--- config.mk ---
export PLATFORM = sky130hd
export DESIGN_NAME = adder16_share_arb
export DESIGN_NICKNAME = d
export VERILOG_FILES = /design/src/rtl/adder16_share_arb.sv
export SDC_FILE = /design/constraint.sdc
export NUM_CORES = 1
export LEC_CHECK = 0
export ABC_AREA = 1
export BUFFER_PORTS_ARGS = -buffer_cell sky130_fd_sc_hd__buf_2
export CELL_PAD_IN_SITES_DETAIL_PLACEMENT = 1
export CELL_PAD_IN_SITES_GLOBAL_PLACEMENT = 1
export CORE_UTILIZATION = 25
export CTS_CLUSTER_SIZE = 14
export DETAILED_ROUTE_END_ITERATION = 10
export PLACE_DENSITY_LB_ADDON = 0.12
export SYNTH_ARGS = -nofsm -noshare
export SYNTH_HDL_FRONTEND = slang
export SYNTH_SLANG_ARGS = --single-unit
--- constraint.sdc ---
create_clock -name clk -period 4.3 [get_ports clk]
set_input_delay 0.215 -clock clk [delete_from_list [all_inputs] [get_ports clk]]
set_output_delay 0.215 -clock clk [all_outputs]
set_load 0.005 [all_outputs]
--- src/rtl/adder16_share_arb.sv ---
// Round-robin arbiter/sequencer sharing one external combinational adder among
// N_REQ requesters: req/gnt operand intake, registered valid/ready result return.
module adder16_share_arb #(
    parameter int unsigned N_REQ = 4,
    parameter int unsigned WIDTH = 16,
    parameter int unsigned IDW   = 2
) (
    input  logic                   clk,
    input  logic                   rst_n,
    input  logic [N_REQ-1:0]       req,
    input  logic [N_REQ*WIDTH-1:0] a_in,
    input  logic [N_REQ*WIDTH-1:0] b_in,
    input  logic [N_REQ-1:0]       cin_in,
    output logic [N_REQ-1:0]       gnt,
    output logic [WIDTH-1:0]       add_a,
    output logic [WIDTH-1:0]       add_b,
    output logic                   add_cin,
    input  logic [WIDTH-1:0]       add_y,
    input  logic                   add_co,
    output logic                   valid_out,
    input  logic                   out_ready,
    output logic [WIDTH-1:0]       y_out,
    output logic                   co_out,
    output logic [IDW-1:0]         id_out,
    output logic [15:0]            op_count
);

    localparam logic [1:0] S_IDLE = 2'd0;
    localparam logic [1:0] S_EXEC = 2'd1;
    localparam logic [1:0] S_RESP = 2'd2;

    logic [1:0]       state;
    logic [1:0]       state_nxt;
    logic [IDW-1:0]   last;
    logic [IDW-1:0]   winner;
    logic [IDW-1:0]   idx;
    logic             any_req;
    logic             grant_en;
    logic             pop;
    logic [WIDTH-1:0] sel_a;
    logic [WIDTH-1:0] sel_b;
    logic             sel_cin;
    logic [WIDTH-1:0] op_a;
    logic [WIDTH-1:0] op_b;
    logic             op_cin;
    logic [IDW-1:0]   op_id;

    // Round-robin search starting one past the most recent winner
    always_comb begin
        any_req = 1'b0;
        winner  = '0;
        idx     = '0;
        for (int unsigned i = 1; i <= N_REQ; i++) begin
            idx = IDW'((32'(last) + i) % N_REQ);
            if (!any_req && req[idx]) begin
                any_req = 1'b1;
                winner  = idx;
            end
        end
    end

    // Operand mux for the current winner
    always_comb begin
        sel_a   = '0;
        sel_b   = '0;
        sel_cin = 1'b0;
        for (int unsigned i = 0; i < N_REQ; i++) begin
            if (winner == IDW'(i)) begin
                sel_a   = a_in[i*WIDTH +: WIDTH];
                sel_b   = b_in[i*WIDTH +: WIDTH];
                sel_cin = cin_in[i];
            end
        end
    end

    // Next-state and grant decode
    always_comb begin
        state_nxt = state;
        pop       = 1'b0;
        grant_en  = 1'b0;
        gnt       = '0;
        case (state)
            S_IDLE: begin
                grant_en = any_req;
                if (any_req) state_nxt = S_EXEC;
            end
            S_EXEC: state_nxt = S_RESP;
            S_RESP: begin
                if (out_ready) begin
                    pop       = 1'b1;
                    grant_en  = any_req;
                    state_nxt = any_req ? S_EXEC : S_IDLE;
                end
            end
            default: state_nxt = S_IDLE;
        endcase
        if (!rst_n) grant_en = 1'b0;
        if (grant_en) gnt = N_REQ'(1) << winner;
    end

    always_ff @(posedge clk) begin
        if (!rst_n) state <= S_IDLE;
        else        state <= state_nxt;
    end

    // Operand, response, pointer and counter registers
    always_ff @(posedge clk) begin
        if (!rst_n) begin
            op_a      <= '0;
            op_b      <= '0;
            op_cin    <= 1'b0;
            op_id     <= '0;
            last      <= IDW'(N_REQ - 1);
            valid_out <= 1'b0;
            y_out     <= '0;
            co_out    <= 1'b0;
            id_out    <= '0;
            op_count  <= '0;
        end else begin
            if (grant_en) begin
                op_a   <= sel_a;
                op_b   <= sel_b;
                op_cin <= sel_cin;
                op_id  <= winner;
                last   <= winner;
            end
            if (state == S_EXEC) begin
                y_out     <= add_y;
                co_out    <= add_co;
                id_out    <= op_id;
                valid_out <= 1'b1;
            end else if (pop) begin
                valid_out <= 1'b0;
            end
            if (pop) op_count <= op_count + 16'd1;
        end
    end

    assign add_a   = op_a;
    assign add_b   = op_b;
    assign add_cin = op_cin;

endmodule

==> out/summary.txt <==
Worst Tran Pin Value - 1.03 ns
RSZ-0062 raised after global routing - no
CTS HTree Levels - 3
top routing layer used - met5
Slowest-stage cell, CP - nor2_4
Post-synth EDFFs - 0
later-pin clock latency in the skew report - 0.33 ns
Clock Skews - 0.00573 ns
cts hold-fix bufs - 0
Post-Place Cell Area - 5410 µm²
Synth Flop Type - dfxtp_1
Core ar. - 16100 µm²
CTS sink cnt - 75
vias in the first global route - 5220
Final min period - 3.12 ns
fin crit share - 72.5%
Fmax achieved - 321 MHz
Synth Cell Area - 4190 µm²
status - complete, no violations
Worst Slack Setup Final - 1.18 ns
met2 WL post-DR - 8210 µm
hold path cells - 3
routed vias/inst - 4.63
I/O Buffers - 228
die extent in x - 131 µm
Slew HR - 31.2%
Reg2Reg Depth - 14
DIE HEIGHT - 131 µm
Max Cap Viol - 0
Worst VDD drop - 564 µV
fin area - 5720 µm²
layout cell share with drive strength beyond 1 - 31.7%
Async SR Flop Fraction - 0%
clk buf depth - 2
pre-CTS setup slack - 1.27 ns
post-DP HPWL - 12300 µm
synth warn - 0
post-route DRC violation count - 0
Setup crit start kind - flop
# IOs - 229
GRT Total Usage - 18.6%
Setup CP Type - reg2out
sequential-to-total area share from yosys stat - 35.9%
critical path, cell by cell - inv_4 > nand2_1 > nand2_1 > nand2_2 > o21a_1 > nand2_1 > nor2_4 > nand2_1 > nor2_1 > buf_2
GRT overflow - 0
starting density of the core - 26.0%
top-count cell post-synth - nand2_1
Synth-to-Final Area Change - 36.7%
Iteration-0 DRC Markers - 107
synth cell count leaders - 196 x nand2_1, 75 x dfxtp_1, 70 x nand3_1, 70 x nor2_1, 57 x inv_1
# rows - 46
Via Count - 4995
met1 WL - 6790 µm
CP max stage delay - 0.77 ns
layout net count - 1015
CP Data Required Time - 4.09 ns
final wirelength - 15900 µm
CTS resizes - 0
power per cell area - 807 nW/µm²
Setup Fix Bufs, Post-CTS - 0
Leak Pwr - 3.12 nW
final hold vios - 0
largest net degree at the start of global routing - 64
post-synth top area share - 35.9%
synthesized flop and latch total - 75
Reg clk slew, reported paths - 0.06 ns
Root Buffer Master - clkbuf_16
wire per inst - 14.7 µm
Synth Instances - 651
Post-Route Setup TNS - 0 ns
CP endpoint kind - output pin
leading area contributor after synthesis - dfxtp_1
die area - 17300 µm²
Yosys cell types - 33
hold crit path type - in2reg
number of routed nets with antenna violations - 0
Final Wtd Congestion - 0.797
Mapped Nets - 808
DRT Pass-1 Iters - 4
R2R Setup Slk - 1.30 ns
synth top area cells - dfxtp_1 36%, nand2_1 18%, nand3_1 8.4%, nor2_1 6.3%, inv_1 5.1%
crit-path max FO - 36
CTS buffer count - 9
crit path DAT - 2.90 ns
global-route wire length before repair - 25700 µm
CTS tree - built
routed wl met3 - 755 µm
initial antenna violation count - 2
Final setup viols - 0
max-slew violation count - 0
most used cell, CP - nand2_1
Synth Area per Inst - 6.43 µm²
## critical path, delay by kind of cell (launching register included)
family / cells / cell delay [ns]
flops: 1 / 0.60
compound gates: 1 / 0.14
simple gates: 7 / 1.55
buf+inv: 2 / 0.27
## layout by cell type, fill, tap and decap left out, types with 2 or more instances in the layout
master       n
a21oi_1     17
a22oi_1      2
buf_2      228
buf_4        2
clkbuf_16    9
clkinv_4     3
dfxtp_1     75
inv_1       57
inv_2        4
nand2_1    196
nand2_2      9
nand2_4      2
nand3_1     70
nand3_2      4
nand3b_1     8
nand4_1     26
nor2_1      70
nor2_2       2
nor2_4       2
nor3_1       4
o21a_1       5
o21ai_0     42
o21ai_1     11
or2_2        2
xor2_1       2
## final cells by class
| type | count | area (µm²) |
|---|---|---|
| Clock inverter | 6 | 72.6 |
| Inverter | 63 | 239 |
| Multi-Input combinational cell | 479 | 2240 |
| Antenna cell | 1 | 2.50 |
| Timing Repair Buffer | 230 | 1160 |
| Tap cell | 216 | 270 |
| Sequential cell | 75 | 1500 |
| Clock buffer | 10 | 239 |
| Fill cell | 2119 | 10400 |
## metal layers
layer | up-vias | global-route usage [%]
met5 | - | 0
li1 | 2517 | -
met4 | 2 | 3.68
met2 | 147 | 36.0
met1 | 2320 | 20.2
met3 | 9 | 4.71
## kinds of logic after synthesis
family,share of synthesized area (%)
XOR/XNOR,0.419
buffers and inverters,10.7
AO/OA/AOI/OAI,9.96
flip-flops,35.9
AND/OR/NAND/NOR,42.8
adder cells (fa/ha/maj),0.299
## power by group
| part | switching [mW] | leakage [nW] | internal (mW) |
|---|---|---|---|
| sequential | 0.111 | 0.616 | 0.887 |
| combinational | 1.96 | 2.35 | 0.879 |
| clock | 0.313 | 0.149 | 0.470 |
| total | 2.38 | 3.12 | 2.24 |
## worst paths after layout
path / start / to
hold reg to reg: add_b[12] / add_b[12]
hold / removal: b_in[61] / add_b[13]
setup / recovery: last[0] / gnt[0]
setup reg to reg: last[0] / add_a[8]
## registers in the layout, summed over array words and instances (netlist names)
register,cells
add_a,16
add_b,16
op_count,16
y_out,16
id_out,2
last,2
op_id,2
state,2
add_cin,1
co_out,1
valid_out,1
## through the flow
stage	cells	util [%]	hold slack (ns)	power, mW
after detailed placement	1063	33.6	0.440	3.91
after CTS	1079	35.5	0.0846	4.71
after floorplan	651	-	0.341	3.19
after global routing	1079	35.5	0.105	5.09
final	1080	35.5	0.0984	4.62
after global placement	1063	33.6	0.433	3.83
Note: power is estimated with default switching activity, not from simulation.
